$ cat src/rtl/packet_pkg.sv
`default_nettype none
// ==== packet_pkg : shared port count, mask/index types and state encoding for the egress path (rev 1.0) ====
package packet_pkg;

  localparam int NUM_PORTS         = 4;
  localparam int AGE_LIMIT_DEFAULT = 15;

  typedef logic [NUM_PORTS-1:0] port_mask_t;
  typedef logic [1:0]           port_idx_t;

  typedef enum logic {
    ST_IDLE    = 1'b0,
    ST_GRANTED = 1'b1
  } port_state_t;

  function automatic port_idx_t onehot_to_idx(input port_mask_t oh);
    port_idx_t idx;
    idx = '0;
    for (int k = 0; k < NUM_PORTS; k++) begin
      if (oh[k]) idx = port_idx_t'(k);
    end
    return idx;
  endfunction

endpackage
`default_nettype wire

$ cat src/rtl/rr_pick4.sv
`default_nettype none
// ==== rr_pick4 : combinational rotate-priority picker, first eligible at or after ptr wins (rev 1.0) ====
module rr_pick4
  import packet_pkg::*;
(
  input  port_mask_t elig,
  input  port_idx_t  ptr,
  output port_mask_t win_oh,
  output logic       valid
);

  port_idx_t idx;

  always_comb begin
    win_oh = '0;
    valid  = 1'b0;
    idx    = '0;
    for (int k = 0; k < NUM_PORTS; k++) begin
      idx = ptr + port_idx_t'(k);
      if (!valid && elig[idx]) begin
        win_oh[idx] = 1'b1;
        valid       = 1'b1;
      end
    end
  end

endmodule
`default_nettype wire

$ cat config.mk
export PLATFORM = sky130hd
export DESIGN_NAME = rr_pick4
export DESIGN_NICKNAME = d
export VERILOG_FILES = /design/src/rtl/packet_pkg.sv /design/src/rtl/rr_pick4.sv
export SDC_FILE = /design/constraint.sdc
export NUM_CORES = 1
export LEC_CHECK = 0
export ABC_AREA = 1
export CORE_MARGIN = 8
export CORE_UTILIZATION = 24
export DETAILED_ROUTE_END_ITERATION = 10
export SLEW_MARGIN = 20
export SYNTH_ARGS = -nofsm -noshare
export SYNTH_HDL_FRONTEND = slang
export SYNTH_SLANG_ARGS = --single-unit
$ cat constraint.sdc
create_clock -name vclk -period 1.93
set_input_delay 0.2895 -clock vclk [all_inputs]
set_output_delay 0.2895 -clock vclk [all_outputs]
set_load 0.1 [all_outputs]
# After elaboration in Yosys (flattened, before gate mapping)

Index checks and enable logic that the tools add are counted.

$add $sub $neg: 3
Order comparisons: 8
Muxes and demuxes: 24
Bitwise logic cells: 3
Reductions and logical operators: 10

Operators with widths:

| cell                                                | count |
|---|---|
| 2-to-1 mux 4 bit                                    | 4 |
| < comparator 2 x 3 -> 1 bit, second input constant  | 4 |
| 2-to-1 mux 1 bit                                    | 12 |
| OR 4 bit                                            | 3 |
| binary-select mux 1 bit (select 2 bit)              | 4 |
| demux 1 bit (select 2 bit)                          | 4 |
| >= comparator 2 x 1 -> 1 bit, second input constant | 4 |
| logical AND 1 bit                                   | 7 |
| adder 2 bit, second input constant                  | 2 |
| zero test 1 bit                                     | 3 |
| adder 2 x 1 -> 2 bit, second input constant         | 1 |

Register bits after elaboration: 0
Output and inout bits: 5

# Longest topological paths before layout

Depth after elaboration: 12
Mapped depth: 9
Mapped depth without buffers: 9

# Worst setup path after synthesis

OpenSTA, ideal clock, no wires.

Kind: input port to output port
Start point: input port ptr[1]
End point: output port win_oh[0]
Arrival: 1.852 ns
Path slack: -0.211 ns
Stages on the path: 9
Buffers on the path: 0
Cell sequence: inv_1 > ha_1 > inv_1 > nand3_1 > nand2_1 > nand2_2 > nor2_4 > nand3_1 > nand2_1

Cells in the longest elaborated chain, start to end: 12
Elaborated cells on any way between the ends: 47
Those cells by class: add/sub: 3; order compare: 8; mux: 23; bitwise: 3; reduce/logical: 10

RTL lines:

| what                                                                 | line           | source |
|---|---|---|
| start: declaration                                                   | rr_pick4.sv:7  | `input port_idx_t ptr,` |
| branches (longest 11 deep; another with < comparator 2 x 3 -> 1 bit) | n/a            |  |
| 2-to-1 mux 4 bit (*)                                                 | rr_pick4.sv:20 | `if (!valid && elig[idx]) begin` |
| end: declaration                                                     | rr_pick4.sv:8  | `output port_mask_t win_oh,` |

Every way passes the cells marked *. The select of a mux whose other input is x is not followed.

# Worst setup path after layout

Start point: input port ptr[0]
End point: output port win_oh[1]

The elaborated chain is that of the path after synthesis.

==> impl_metrics.py <==
metrics = {
    "outcome": {
        "outcome": "finished clean",
    },
    "synthesis": {
        "gate_count_of_the_mapped_netlist": 76,
        "postSynthNetCount": 88,
        "synth.largest_area_cell": "nand2_1",
        "synthTopCellsByArea": "nand2_1, nand3_1, ha_1",
        "yosys.area.top_type_share_pct": 23.3,
        "yosysWarningCount": 0,
        "ys_seq_area_share_pct": 0,
        "netlist_top_cells_count": "nand2_1, nand3_1, inv_1",
        "post-synth-top-count-cell": "nand2_1",
        "mappedNetlistArea_um2": 419,
        "avgSynthCellArea_um2": 5.52,
        "distinct_cell_type_count_after_synthesis": 12,
    },
    "layout": {
        "final_cell_area_um2": 731,
        "ratio_of_cells_with_drive_above_1_in_the_final_layout_pct": 46.9,
        "layout.nets": 110,
        "diodes": 0,
        "nClkBuffers": 0,
        "p_r_area_growth_vs_syn_pct": 74.3,
        "seqCellArea_um2": 0,
        "flops_and_latches": 0,
    },
    "timing": {
        "report.final.slew_viol_count": 0,
        "hold_violations": 0,
        "fmax_ghz": 0.565,
        "tns_ns": 0,
        "worst_slew_pin_slew_ns": 0.180,
        "unrepaired_setup_endpoints_after_global_routing": "false",
        "relSlewSlack_pct": 88.0,
        "post-route-period-util_pct": 91.7,
        "min_hold_slack_ns": 1.19,
        "setup_slack_ns": 0.160,
        "finalCriticalPeriod_ns": 1.77,
        "finalSetupViolCount": 0,
    },
    "floorplanning": {
        "initial_utilization_pct": 24.8,
        "rows": 15,
        "dieArea_mm2": 0.00334,
        "io_pins": 11,
        "die_h_um": 57.8,
        "dieWidth_um": 57.8,
        "floorplan.core_area_mm2": 0.00169,
    },
    "power_and_ir_drop": {
        "peakVddDrop_mv": 0.194,
        "power-per-cell-area_mw_per_mm2": 389,
        "total_leakage_power_nw": 0.372,
        "post-layout-total-power_uw": 284,
    },
    "drt": {
        "total_routed_wire_length_on_the_met1_layer_um": 494,
        "routed_wl_um": 1150,
        "via_count": 529,
        "dr.first_iter.drc_count": 5,
        "detailroute.wirelength.met2_um": 595,
        "drtPass1Iterations": 4,
        "routedWlPerCell_um": 10.2,
        "antenna_violating_nets_left": 0,
        "route.top_layer_used": "met4",
        "met3RoutedLength_um": 29,
        "detail_route.vias_per_cell": 4.68,
        "drc": 0,
    },
    "worst_setup_path": {
        "worstSetupEndpointType": "primary output",
        "critical-path-max-stage-delay_ns": 0.28,
        "crit_path_max_fanout": 5,
        "cpMaxStageDelayCell": "ha_4",
        "cp.depth": 10,
        "required_ns": 1.64,
        "cp_num_buf_inv": 3,
        "path_class": "in -> out",
        "path_cells": "clkbuf_2 > inv_2 > ha_4 > nand3_1 > nand2_2 > nand2_2 > nor2_4 > nand3_2 > nand2_2 > buf_12",
        "critPathTopFamily": "simple AND/OR/NAND/NOR gates",
        "critPathArrivalTime_ns": 1.48,
        "crit_path_start_kind": "primary input",
        "timing.critical_path.mode_cell": "nand2_2",
    },
    "grt": {
        "antenna_found_initial": 0,
        "first_global_vias": 508,
        "grt_start_max_net_pins": 10,
        "gr-total-overflow": 0,
        "grtUsageTotal_pct": 7.17,
        "grt_pass1_wl_um": 2060,
    },
    "worst_hold_path": {
        "worstHoldPathCells": 6,
        "worstHoldPathType": "in -> out",
    },
    "place": {
        "detailed_place_hpwl_um": 995,
        "gp_congestion": 0.793,
        "placement.setup.worst_slack_ns": -0.398,
        "placed_cell_area_um2": 681,
        "placement.io_buffers": 11,
    },
    "job": {
        "max_cap_violations": 0,
    },
    "clocking": {
        "hold_buffers": 0,
        "cts_setup_buffers": 0,
    },
}
## what timing repair did
| item | CTS | global route |
|---|---|---|
| pin swaps | 10 | 5 |
| endpoints found under the setup margin | 5 | 5 |
| gates resized for setup | 21 | 7 |
## through the flow
| step | instances | utilization [%] |
|---|---|---|
| finish | 113 | 43.3 |
| global route | 113 | 43.3 |
| CTS | 113 | 43.0 |
| detailed placement | 113 | 40.3 |
| global placement | 113 | 40.3 |
| floorplan | 76 | - |
## worst min-delay path, stage by stage
cell and delay (ns):
clkbuf_2 0.09, inv_2 0.05, ha_4 0.17, nand3_2 0.07, nand2_2 0.06, buf_12 0.16
## path summary, 6_finish.rpt
kind               start        end
hold / removal    ptr[1]  win_oh[3]
setup / recovery  ptr[0]  win_oh[1]
## layer usage
layer | up-vias | GRT usage [%]
li1 | 282 | -
met1 | 233 | 8.38
met2 | 10 | 14.0
met3 | 4 | 0.442
met4 | 0 | 1.05
met5 | - | 0
## layout make-up
class              count  area (um2)
fillers              191         958
inverters             10        40.0
multi-input cells     66         453
well taps             17        21.3
repair buffers        20         216
## placed cells by master, fill, tap and decap left out
master and n:
nor2_4 1, nor2_1 6, nand3_2 6, nand2_4 2
nor2_2 2, nand3_4 2, nand2_2 11, dlygate4sd2_1 4
inv_1 7, nand3_1 12, buf_12 5, clkbuf_2 2
nand2_1 17, buf_6 1, inv_4 1, ha_1 5
inv_2 2, o21a_2 1, buf_4 8, ha_4 1
## power by group
group	switching, mW	internal (mW)
Sequential	0	0
Clock	0	0
Combinational	0.179	0.105
## cells by family (layout without fill, tap and decap cells)
family / count (synthesis) / in the layout / share of synthesized area (%)
AO/OA/AOI/OAI: 1 / 1 / 1.79
adder cells (fa/ha/maj): 6 / 6 / 17.9
buffers and inverters: 10 / 30 / 8.95
AND/OR/NAND/NOR: 59 / 59 / 71.3
(Power assumes the default switching activity.)
